File: src/rtl/demux_pkg.sv
// Shared constants for the 1-to-4 stream demultiplexer.
package demux_pkg;
  localparam int NUM_CH = 4;
  localparam int SEL_W  = 2;
endpackage

File: src/rtl/demux_out_slot.sv
// One output channel: a single-entry holding slot with valid bit and a
// wrap-around count of completed output handshakes.
module demux_out_slot #(
  parameter int WIDTH = 8,
  parameter int CNT_W = 8
) (
  input  logic             clk,
  input  logic             rst,
  input  logic             load,
  input  logic [WIDTH-1:0] load_data,
  input  logic             out_ready,
  output logic             valid,
  output logic [WIDTH-1:0] data,
  output logic [CNT_W-1:0] cnt
);
  logic             r_valid;
  logic [WIDTH-1:0] r_data;
  logic [CNT_W-1:0] r_cnt;
  logic             w_drain;

  assign w_drain = r_valid && out_ready;

  // A load in the same cycle as a drain keeps the slot full with the new word.
  always_ff @(posedge clk or posedge rst) begin
    if (rst) begin
      r_valid <= 1'b0;
      r_data  <= '0;
      r_cnt   <= '0;
    end else begin
      if (load) begin
        r_valid <= 1'b1;
        r_data  <= load_data;
      end else if (w_drain) begin
        r_valid <= 1'b0;
      end
      if (w_drain) begin
        r_cnt <= r_cnt + CNT_W'(1);
      end
    end
  end

  assign valid = r_valid;
  assign data  = r_data;
  assign cnt   = r_cnt;
endmodule

File: src/rtl/demux_1x4_stream.sv
// Registered 1-to-4 stream demultiplexer: select decode, in_ready mux and
// four independent output slots.
module demux_1x4_stream
  import demux_pkg::*;
#(
  parameter int WIDTH = 8,
  parameter int CNT_W = 8
) (
  input  logic                  clk,
  input  logic                  rst,
  input  logic [WIDTH-1:0]      in_data,
  input  logic [SEL_W-1:0]      in_sel,
  input  logic                  in_valid,
  output logic                  in_ready,
  output logic [4*WIDTH-1:0]    out_data,
  output logic [NUM_CH-1:0]     out_valid,
  input  logic [NUM_CH-1:0]     out_ready,
  output logic [4*CNT_W-1:0]    out_cnt
);
  logic [NUM_CH-1:0] w_valid;
  logic [NUM_CH-1:0] w_load;
  logic              w_accept;

  // Only the addressed channel can stall the input (head-of-line blocking).
  assign in_ready = !w_valid[in_sel] || out_ready[in_sel];
  assign w_accept = in_valid && in_ready;

  for (genvar g = 0; g < NUM_CH; g++) begin : g_slot
    assign w_load[g] = w_accept && (in_sel == SEL_W'(g));

    demux_out_slot #(
      .WIDTH (WIDTH),
      .CNT_W (CNT_W)
    ) u_slot (
      .clk       (clk),
      .rst       (rst),
      .load      (w_load[g]),
      .load_data (in_data),
      .out_ready (out_ready[g]),
      .valid     (w_valid[g]),
      .data      (out_data[g*WIDTH +: WIDTH]),
      .cnt       (out_cnt[g*CNT_W +: CNT_W])
    );
  end

  assign out_valid = w_valid;
endmodule
File: config.mk
export PLATFORM = sky130hd
export DESIGN_NAME = demux_1x4_stream
export DESIGN_NICKNAME = d
export VERILOG_FILES = /design/src/rtl/demux_pkg.sv /design/src/rtl/demux_out_slot.sv /design/src/rtl/demux_1x4_stream.sv
export SDC_FILE = /design/constraint.sdc
export NUM_CORES = 1
export LEC_CHECK = 0
export CAP_MARGIN = 20
export CORE_MARGIN = 8
export CORE_UTILIZATION = 30
export CTS_CLUSTER_DIAMETER = 50
export DETAILED_ROUTE_END_ITERATION = 7
export PLACE_DENSITY_LB_ADDON = 0.3
export SLEW_MARGIN = 20
export SYNTH_ARGS = -nofsm -noshare
export SYNTH_HDL_FRONTEND = slang
export SYNTH_HIERARCHICAL = 1
export SYNTH_SLANG_ARGS = --single-unit
File: constraint.sdc
create_clock -name clk -period 1.6 [get_ports clk]
set_input_delay 0.16 -clock clk [delete_from_list [all_inputs] [get_ports clk]]
set_output_delay 0.16 -clock clk [all_outputs]
set_load 0.01 [all_outputs]
**Word-level counts from Yosys, hierarchy flattened**

Index checks and enable logic that the tools add are counted.

- Output and inout port bits: 69
- Input port bits: 17
- Word-level logic and storage cells: 48
- Register bits after elaboration: 68

- Mux-type cells: 12
- Equality and inequality tests: 3
- Reductions and logical operators: 16
- Add/sub/neg operators: 4
- Magnitude comparators: 1

Operator list:

| kind | number |
|---|---|
| adder 8 x 1 -> 8 bit, second input constant | 4 |
| two-way mux 1 bit | 10 |
| logical AND 1 bit | 9 |
| nonzero test 2 bit | 4 |
| binary-select mux 1 bit (select 2 bit) | 2 |
| equality test 2 bit, second input constant | 2 |
| < comparator 2 x 3 -> 1 bit, second input constant | 1 |
| equality test 2 x 1 -> 1 bit, second input constant | 1 |
| zero test 2 bit | 1 |
| zero test 1 bit | 1 |
| logical OR 1 bit | 1 |

**Longest topological paths before layout**

Gate-level depths: netlist (run 1).

- Depth in word-level cells: 7
- Mapped depth: 4
- Mapped depth without buffers: 4

**Hierarchy**

Netlist (run 1), hierarchy kept.

Modules (own cells, without submodules):

| module | times used | cells an instance | area each (µm²) |
|---|---|---|---|
| demux_out_slot | 4 | 50 | 690.7 |
| demux_1x4_stream | 1 | 9 | 101.3 |

**Worst setup path after synthesis (run 1)**

Ideal clock, no wire load.

- Path kind: register to register
- Start: reg g_slot[0].u_slot.r_valid
- End: reg g_slot[0].u_slot.r_data[0]
- Stages on the path, launching flop included: 5
- Setup time: 125 ps
- Buffers on the path: 1
- Arrival time: 1244 ps
- Data required time: 1475 ps
- Setup slack: 232 ps
- Cells stage by stage: dfrtp_1 nand2b_1 nor4bb_1 buf_2 mux2_2

- Longest elaborated chain between the ends: 6

RTL lines:

| element | line | text |
|---|---|---|
| start, declared | demux_out_slot.sv:16 | `logic r_valid;` |
| start signal, assigned | demux_out_slot.sv:26 | `r_valid <= 1'b0;` |
| start signal, assigned | demux_out_slot.sv:31 | `r_valid <= 1'b1;` |
| start signal, assigned | demux_out_slot.sv:34 | `r_valid <= 1'b0;` |
| binary-select mux 1 bit (select 2 bit) | demux_1x4_stream.sv:25 | `assign in_ready = !w_valid[in_sel] \|\| out_ready[in_sel];` |
| two-way mux 1 bit (implied by the code) | demux_1x4_stream.sv:25 |  |
| zero test 1 bit | demux_1x4_stream.sv:25 |  |
| logical OR 1 bit | demux_1x4_stream.sv:25 |  |
| logical AND 1 bit | demux_1x4_stream.sv:26 | `assign w_accept = in_valid && in_ready;` |
| logical AND 1 bit | demux_1x4_stream.sv:29 | `assign w_load[g] = w_accept && (in_sel == SEL_W'(g));` |
| named net w_load[0] | demux_1x4_stream.sv:21 | `logic [NUM_CH-1:0] w_load;` |
| end signal, assigned | demux_out_slot.sv:32 | `r_data <= load_data;` |
| end, declared | demux_out_slot.sv:17 | `logic [WIDTH-1:0] r_data;` |

The timed path passes the listed nets, and every way through them passes these cells. The select of a mux whose other input is x is not followed.
A chain may end at the register's enable or synchronous reset.

**Worst setup path after layout (run 1)**

- Start: in out_ready[3]
- End: out in_ready

- Longest elaborated chain between the ends: 3

RTL lines:

| element | line | text |
|---|---|---|
| start, declared | demux_1x4_stream.sv:17 | `input logic [NUM_CH-1:0] out_ready,` |
| binary-select mux 1 bit (select 2 bit) | demux_1x4_stream.sv:25 |  |
| two-way mux 1 bit (implied by the code) | demux_1x4_stream.sv:25 |  |
| logical OR 1 bit | demux_1x4_stream.sv:25 |  |
| end, declared | demux_1x4_stream.sv:14 | `output logic in_ready,` |

Every way passes these cells. The select of a mux whose other input is x is not followed.

==> implementation parameters, run 1 <==
Parameter                              Value

Cells and area
  Design Area, Final    4240 sq um
  Area growth, synth to finish    47.9%
  Number of fillers in the final layout    874
  Fin nets    335
  Commonest non-fill, non-tap cell in the layout    sky130_fd_sc_hd__clkdlybuf4s50_1
  Final cell utilization of the core    45.8%
  Commonest cells after routing, fill and taps aside    sky130_fd_sc_hd__clkdlybuf4s50_1 (82), sky130_fd_sc_hd__dfrtp_1 (68), sky130_fd_sc_hd__mux2_2 (32), sky130_fd_sc_hd__xor2_1 (16), sky130_fd_sc_hd__buf_4 (14)
  N_diodes    0
  Fraction of final layout cells with drive strength greater than 1    22.9%

Floorplan
  Starting Density    31.0%
  Overall die area    12900 sq um
  Total core area    9240 sq um
  Chip Height    114 um
  IO Count    86
  Number of core rows    35
  Horizontal die dimension    114 um

Critical path
  Buffers and inverters on the worst path    2
  Highest fanout seen on the critical path    4
  Standard cell with the maximum stage delay on the critical path    sky130_fd_sc_hd__clkdlybuf4s50_1
  Crit-path cells    clkdlybuf4s50_1 -> nand2b_4 -> mux4_2 -> buf_6
  Crit start category    input port
  Delay-heaviest family, CP    buffers and inverters
  Critical path capture point type    primary output
  Setup CP Type    input port to primary output
  Worst path max stage delay    0.47 ns
  Endpoint required time on the critical path    1.44 ns
  Arrival @ worst endpoint    1.41 ns

CTS
  Clock tree from TritonCTS    built
  Clock insertion delay at the later pin of the skew report    0.34 ns
  CTS Buffer Depth    2
  Clock edge transition at the registers on the reported setup and hold paths    0.07 ns
  Clock tree root driver cell    sky130_fd_sc_hd__clkbuf_8
  Number of clock buffers inserted by TritonCTS    9
  H-Tree Depth    3
  Number of buffers inserted for hold repair after clock tree synthesis    0
  Number of buffers inserted to repair setup after CTS    0
  Post-CTS sizing    6
  Number of sinks on the clock net    68

Global route
  All-Layer GR Usage    11.5%
  Overflow after GRT    0
  Via count of the first global-routing pass    2152
  Wire length of the first global-routing pass    11400 um
  Pin count of the biggest net entering global routing    18
  Initial antenna violation count    0

Synth
  Post-synthesis cell type count    23
  Yosys Warn Count    6
  Post-synthesis instance area    2860 sq um
  Synth Net Count    230
  Per-instance average area after synthesis    13.7 sq um
  Part of the Yosys area used for sequential elements    59.4%
  Post-synth EDFFs    0
  Gate count after technology mapping    209
  Synthesis-stage register bit count    68
  Top_reg_cell synth    sky130_fd_sc_hd__dfrtp_1
  Share of synthesized flip-flops with an asynchronous set or reset    100%

Timing
  Final count of pins violating max slew    0
  Portion of the clock cycle consumed by the worst path in the final layout    98.4%
  Setup repair after global routing missed its margin    yes
  Hold violation count in the final report    0
  Final clock skew    0.00561 ns
  Max-slew headroom    83.4%
  Upper clock frequency limit    635 MHz
  Transition at the pin with the smallest max-transition slack    0.249 ns
  Number of endpoints failing setup at the final stage    0
  Time the final worst path needs with I/O delays and setup    1.57 ns

Routing
  Post-DR wirelength/cell    15.6 um
  Length of the first detailed-routing pass in iterations    4
  Final routed wirelength across all metal layers    7000 um
  Remaining antenna violation count    0
  Initial DRC Count    43
  Detailed-route DRC error count    0
  DR vias    1967
  Detailed-route vias per instance    4.39

Pwr
  Largest voltage drop on the vdd net    0.593 mV
  Areal power density over the cells    1410 nW/um^2
  Static leakage power    1.94 nW
  Power, Total    5.96 mW

Placed design
  DP Wirelength    5320 um
  Placer Congestion    0.731
  Cell area reported after detailed placement    4000 sq um
  Number of buffers inserted by port buffering    85

Outcome
  Run status    finished clean

Flow run
  Count of max-cap constraint violations    0

Hold path
  Kind of path behind the tightest hold check    input port to async pin
## through the flow
step,cells,hold slack (ns),setup WS [ns],TNS (ns)
after floorplan,209,0.0861,0.232,0
after global placement,432,0.457,-0.304,-3.24
after detailed placement,432,0.457,-0.324,-3.20
after CTS,448,0.209,-0.000726,-0.000726
after global routing,448,0.217,-0.0316,-0.0316
final,448,0.220,0.0252,0
## worst reg2reg max path, cell delays in order, from the launching register on
cell and delay (ns):
sky130_fd_sc_hd__dfrtp_1 0.38, sky130_fd_sc_hd__nand2b_1 0.08, sky130_fd_sc_hd__nor4bb_2 0.22, sky130_fd_sc_hd__buf_4 0.23, sky130_fd_sc_hd__mux2_2 0.35
## path summary, 6_finish.rpt
kind                                    startpoint                        to  slack [ns]  cells after the start
max                                   out_ready[3]                  in_ready        0.03                      4
min                                            rst  g_slot[1].u_slot/data[6]        0.22                      3
max reg2reg                 g_slot[0].u_slot/valid  g_slot[0].u_slot/data[7]        0.23                      4
min reg2reg                g_slot[0].u_slot/cnt[7]   g_slot[0].u_slot/cnt[7]        0.46                      1
max in group asynchronous                      rst   g_slot[2].u_slot/cnt[2]        1.16                      3
min in group clk           g_slot[0].u_slot/cnt[7]   g_slot[0].u_slot/cnt[7]        0.46                      1
## cell families after synthesis
logic type | after synthesis | synth area share, %
AOI/OAI and AO/OA | 4 | 1.05
xor gates and xnor gates | 28 | 8.56
and+or+nand+nor | 52 | 11.0
adders and majority gates | 4 | 1.75
DFF | 68 | 59.4
muxes | 37 | 15.5
buffers and inverters | 16 | 2.80
## synthesized netlist by cell type (5+ instances only)
cell                      count  area share [%]
sky130_fd_sc_hd__xnor2_1     12             3.7
sky130_fd_sc_hd__and3_1       8             1.7
sky130_fd_sc_hd__and4_1       5             1.5
sky130_fd_sc_hd__mux2_2      32              13
sky130_fd_sc_hd__xor2_1      16             4.9
sky130_fd_sc_hd__dfrtp_1     68              59
sky130_fd_sc_hd__inv_1        8             1.0
sky130_fd_sc_hd__nand2_1     12             1.6
## sequential cells by signal (all words and copies together), names as in the netlist
signal and flops:
g_slot.u_slot/cnt 32, g_slot.u_slot/data 32, g_slot.u_slot/valid 4
## area by class of cell
| cell class | count | area [sq um] | area share [%] |
|---|---|---|---|
| inverter | 8 | 30.0 | 0.709 |
| tap | 129 | 161 | 3.81 |
| sequential | 68 | 1700 | 40.2 |
| clock buffer | 10 | 128 | 3.01 |
| clock inverter | 6 | 113 | 2.66 |
| timing repair buffer | 102 | 1010 | 24.0 |
| multi-input combinational | 125 | 1090 | 25.7 |
## layer usage
layer | GRT usage (%) | up-vias | routed length [um]
met5 | 0 | - | 0
met4 | 4.80 | 0 | 102
met3 | 6.29 | 8 | 665
met2 | 17.4 | 58 | 3180
met1 | 13.1 | 970 | 3050
li1 | - | 931 | -
## where the power goes
part / total (mW) / internal [mW] / switching [mW]
sequential: 2.48 / 2.12 / 0.367
clock: 1.70 / 1.04 / 0.666
combinational: 1.77 / 1.11 / 0.661
Note: power is estimated with default switching activity, not from simulation.
==> inputs of run 2 (changes only) <==
--- a/config.mk
+++ b/config.mk
@@ -10,9 +10,8 @@
 export CORE_UTILIZATION = 30
 export CTS_CLUSTER_DIAMETER = 50
 export DETAILED_ROUTE_END_ITERATION = 7
+export DONT_BUFFER_PORTS = 1
 export PLACE_DENSITY_LB_ADDON = 0.3
-export SLEW_MARGIN = 20
 export SYNTH_ARGS = -nofsm -noshare
 export SYNTH_HDL_FRONTEND = slang
-export SYNTH_HIERARCHICAL = 1
 export SYNTH_SLANG_ARGS = --single-unit
==> implementation parameters, run 2 <==
Parameter                              Value

Synth
  Post-synthesis instance area    2790 sq um (was 2860 sq um)
  Yosys Warn Count    0 (was 6)
  Post-synthesis cell type count    21 (was 23)
  Share of synthesized flip-flops with an asynchronous set or reset    100% (unchanged)
  Fraction of synthesized cell area in xor and xnor cells    8.80% (was 8.56%)
  Part of the Yosys area used for sequential elements    61.1% (was 59.4%)
  Cell with the most instances after synthesis    sky130_fd_sc_hd__dfrtp_1 (unchanged)
  Top_reg_cell synth    sky130_fd_sc_hd__dfrtp_1 (unchanged)
  Post-synthesis adder-cell area fraction    1.80% (was 1.75%)
  Post-synth EDFFs    0 (unchanged)
  Share of the synthesized area in the top cell type    61.1% (was 59.4%)
  Synthesis-stage register bit count    68 (unchanged)
  Dominant cell type by area after synthesis    sky130_fd_sc_hd__dfrtp_1 (unchanged)
  Per-instance average area after synthesis    13.7 sq um (about the same)
  Dominant combinational cell family by area after synthesis    multiplexers (unchanged)
  Simple-gate portion of the synthesized area    11.2% (was 11.0%)
  Gate count after technology mapping    204 (was 209)
  Top post-synthesis cells by count    sky130_fd_sc_hd__dfrtp_1 (68), sky130_fd_sc_hd__mux2_2 (36), sky130_fd_sc_hd__nand2_1 (25) (was sky130_fd_sc_hd__dfrtp_1 (68), sky130_fd_sc_hd__mux2_2 (32), sky130_fd_sc_hd__xor2_1 (16))
  Most area-consuming cells after synthesis    sky130_fd_sc_hd__dfrtp_1 (61%), sky130_fd_sc_hd__mux2_2 (15%), sky130_fd_sc_hd__xnor2_1 (6.3%) (was sky130_fd_sc_hd__dfrtp_1 (59%), sky130_fd_sc_hd__mux2_2 (13%), sky130_fd_sc_hd__xor2_1 (4.9%))
  Synth Area in Compound Gates    0.180% (was 1.05%)
  Synth Net Count    225 (was 230)
  Multiplexer share of the synthesized area    15.4% (was 15.5%)

Pwr
  Largest voltage drop on the vdd net    0.648 mV (was 0.593 mV)
  Areal power density over the cells    1450 nW/um^2 (was 1410 nW/um^2)
  Power, Total    4.83 mW (was 5.96 mW)
  Static leakage power    1.47 nW (was 1.94 nW)

Routing
  Initial DRC Count    72 (was 43)
  Detailed-route vias per instance    4.68 (was 4.39)
  Post-DR wirelength/cell    17.9 um (was 15.6 um)
  Detailed-route DRC error count    0 (unchanged)
  DR vias    1635 (was 1967)
  Remaining antenna violation count    0 (unchanged)
  Length of the first detailed-routing pass in iterations    4 (unchanged)
  Final routed wirelength across all metal layers    6250 um (was 7000 um)

Floorplan
  Chip Height    112 um (was 114 um)
  Starting Density    30.6% (was 31.0%)
  Overall die area    12600 sq um (was 12900 sq um)
  Horizontal die dimension    112 um (was 114 um)
  Total core area    9110 sq um (was 9240 sq um)
  IO Count    86 (unchanged)
  Number of core rows    35 (unchanged)

CTS
  Post-CTS sizing    0 (was 6)
  Clock insertion delay at the later pin of the skew report    0.35 ns (was 0.34 ns)
  Clock tree root driver cell    sky130_fd_sc_hd__clkbuf_8 (unchanged)
  Number of sinks on the clock net    68 (unchanged)
  CTS Buffer Depth    2 (unchanged)
  Clock edge transition at the registers on the reported setup and hold paths    0.08 ns (was 0.07 ns)
  H-Tree Depth    3 (unchanged)
  Clock tree from TritonCTS    built (unchanged)
  Number of clock buffers inserted by TritonCTS    9 (unchanged)

Timing
  Final clock skew    0.0122 ns (was 0.00561 ns)
  Portion of the clock cycle consumed by the worst path in the final layout    93.2% (was 98.4%)
  Hold violation count in the final report    0 (unchanged)
  Upper clock frequency limit    671 MHz (was 635 MHz)
  Max-slew headroom    69.1% (was 83.4%)
  Setup total negative slack    0 ns (unchanged)
  Setup repair after global routing missed its margin    no (was yes)
  Transition at the pin with the smallest max-transition slack    0.464 ns (was 0.249 ns)
  Final count of pins violating max slew    0 (unchanged)
  Time the final worst path needs with I/O delays and setup    1.49 ns (was 1.57 ns)
  Number of endpoints failing setup at the final stage    0 (unchanged)

Cells and area
  Number of fillers in the final layout    907 (was 874)
  Commonest cells after routing, fill and taps aside    sky130_fd_sc_hd__dfrtp_1 (68), sky130_fd_sc_hd__mux2_2 (36), sky130_fd_sc_hd__nand2_1 (25), sky130_fd_sc_hd__xnor2_1 (20), sky130_fd_sc_hd__dlygate4sd3_1 (15) (was sky130_fd_sc_hd__clkdlybuf4s50_1 (82), sky130_fd_sc_hd__dfrtp_1 (68), sky130_fd_sc_hd__mux2_2 (32), sky130_fd_sc_hd__xor2_1 (16), sky130_fd_sc_hd__buf_4 (14))
  Commonest non-fill, non-tap cell in the layout    sky130_fd_sc_hd__dfrtp_1 (was sky130_fd_sc_hd__clkdlybuf4s50_1)
  Final cell utilization of the core    36.5% (was 45.8%)
  Design Area, Final    3320 sq um (was 4240 sq um)
  Area growth, synth to finish    19.3% (was 47.9%)
  N_diodes    0 (unchanged)
  Fin nets    254 (was 335)
  Fraction of final layout cells with drive strength greater than 1    27.3% (was 22.9%)

Placed design
  Placer Congestion    0.647 (was 0.731)
  Cell area reported after detailed placement    2960 sq um (was 4000 sq um)
  DP Wirelength    4540 um (was 5320 um)
  Number of buffers inserted by port buffering    0 (was 85)

Global route
  Overflow after GRT    0 (unchanged)
  Pin count of the biggest net entering global routing    41 (was 18)
  Wire length of the first global-routing pass    10200 um (was 11400 um)
  All-Layer GR Usage    10.6% (was 11.5%)
  Initial antenna violation count    0 (unchanged)
  Via count of the first global-routing pass    1785 (was 2152)

Critical path
  Setup CP Type    flop to primary output (was input port to primary output)
  Crit start category    flop (was input port)
  Highest fanout seen on the critical path    3 (was 4)
  Arrival @ worst endpoint    1.33 ns (was 1.41 ns)
  Critical path capture point type    primary output (unchanged)
  Crit-path cells    nand2b_1 -> mux4_2 (was clkdlybuf4s50_1 -> nand2b_4 -> mux4_2 -> buf_6)
  Worst path max stage delay    0.54 ns (was 0.47 ns)
  Endpoint required time on the critical path    1.44 ns (about the same)
  Standard cell with the maximum stage delay on the critical path    sky130_fd_sc_hd__mux4_2 (was sky130_fd_sc_hd__clkdlybuf4s50_1)

Outcome
  Run status    finished clean (unchanged)

Flow run
  Count of max-cap constraint violations    0 (unchanged)

Hold path
  Kind of path behind the tightest hold check    input port to flop (was input port to async pin)
## run 2: cell count changes in the layout (fill, tap and decap cells not counted), moves of 6 or more
| cell | previous run | this run |
|---|---|---|
| sky130_fd_sc_hd__inv_1 | 8 | 0 |
| sky130_fd_sc_hd__nand2_1 | 12 | 25 |
| sky130_fd_sc_hd__xnor2_1 | 12 | 20 |
| sky130_fd_sc_hd__dlygate4sd3_1 | 0 | 15 |
| sky130_fd_sc_hd__xor2_1 | 16 | 8 |
| sky130_fd_sc_hd__buf_4 | 14 | 8 |
| sky130_fd_sc_hd__clkdlybuf4s50_1 | 82 | 0 |
## run 2: area by class of cell
class / count / area (sq um) / share of cell area [%]
clock buffers: 9 / 124 / 3.73
clock inverters: 7 / 81.3 / 2.45
inverters: 1 / 7.51 / 0.226
multi-input cells: 129 / 1040 / 31.3
flip-flops and latches: 68 / 1700 / 51.2
well taps: 111 / 139 / 4.18
repair buffers: 24 / 230 / 6.93
## run 2: routing by layer
layer,routed length [um],global-route usage (%),up-vias,part of all wire (%)
met5,0,0,-,0
met4,34,3.51,0,0.54
met3,754,6.98,4,12
met2,2930,16.4,56,47
met1,2530,11.5,810,40
li1,-,-,765,-
## run 2: cell families (layout without fill, tap and decap cells)
logic type,count (synthesis),after routing
mux,37,37
fa+ha+maj,4,4
compound gates,1,1
xor+xnor,28,28
buf+inv,7,41
flops,68,68
simple gates,59,59
## run 2: timing repair
item,CTS,global route
hold buffers,15,0
buffers inserted,0,1
setup endpoints to repair,0,1
endpoints found under the hold margin,106,0
## run 2: per-stage QoR
step                worst slack, ns  instances  hold WS (ns)
floorplan                     0.286        204         0.270
global placement              0.173        317       -0.0612
detailed placement            0.117        317       -0.0615
CTS                          0.0600        348       0.00719
global route                 0.0122        349        0.0187
finish                        0.109        349        0.0255
## run 2: worst paths after layout
| path | end | startpoint | cells past startpoint | slack (ns) |
|---|---|---|---|---|
| worst max-delay path | in_ready | g_slot[3].u_slot.valid | 2 | 0.11 |
| worst min-delay path | g_slot[2].u_slot.valid | in_sel[0] | 3 | 0.03 |
| worst max register to register | g_slot[1].u_slot.data[4] | g_slot[1].u_slot.valid | 3 | 0.16 |
| worst min register to register | g_slot[2].u_slot.valid | g_slot[2].u_slot.valid | 2 | 0.52 |
| max in group asynchronous | g_slot[0].u_slot.data[1] | rst | 3 | 0.86 |
| min in group asynchronous | g_slot[0].u_slot.cnt[7] | rst | 2 | 0.19 |
## run 2: where the power goes
group | internal [mW] | total (mW) | leakage [nW] | switching [mW]
combinational | 0.388 | 0.632 | 0.517 | 0.244
clock | 0.744 | 1.47 | 0.101 | 0.721
sequential | 2.11 | 2.73 | 0.850 | 0.618
total | 3.24 | 4.83 | 1.47 | 1.58
## run 2: critical path, delay by kind of cell, from the launching register on
| kind | cells | cell delay [ns] |
|---|---|---|
| AND/OR/NAND/NOR | 1 | 0.10 |
| multiplexers | 1 | 0.54 |
| flip-flops | 1 | 0.35 |
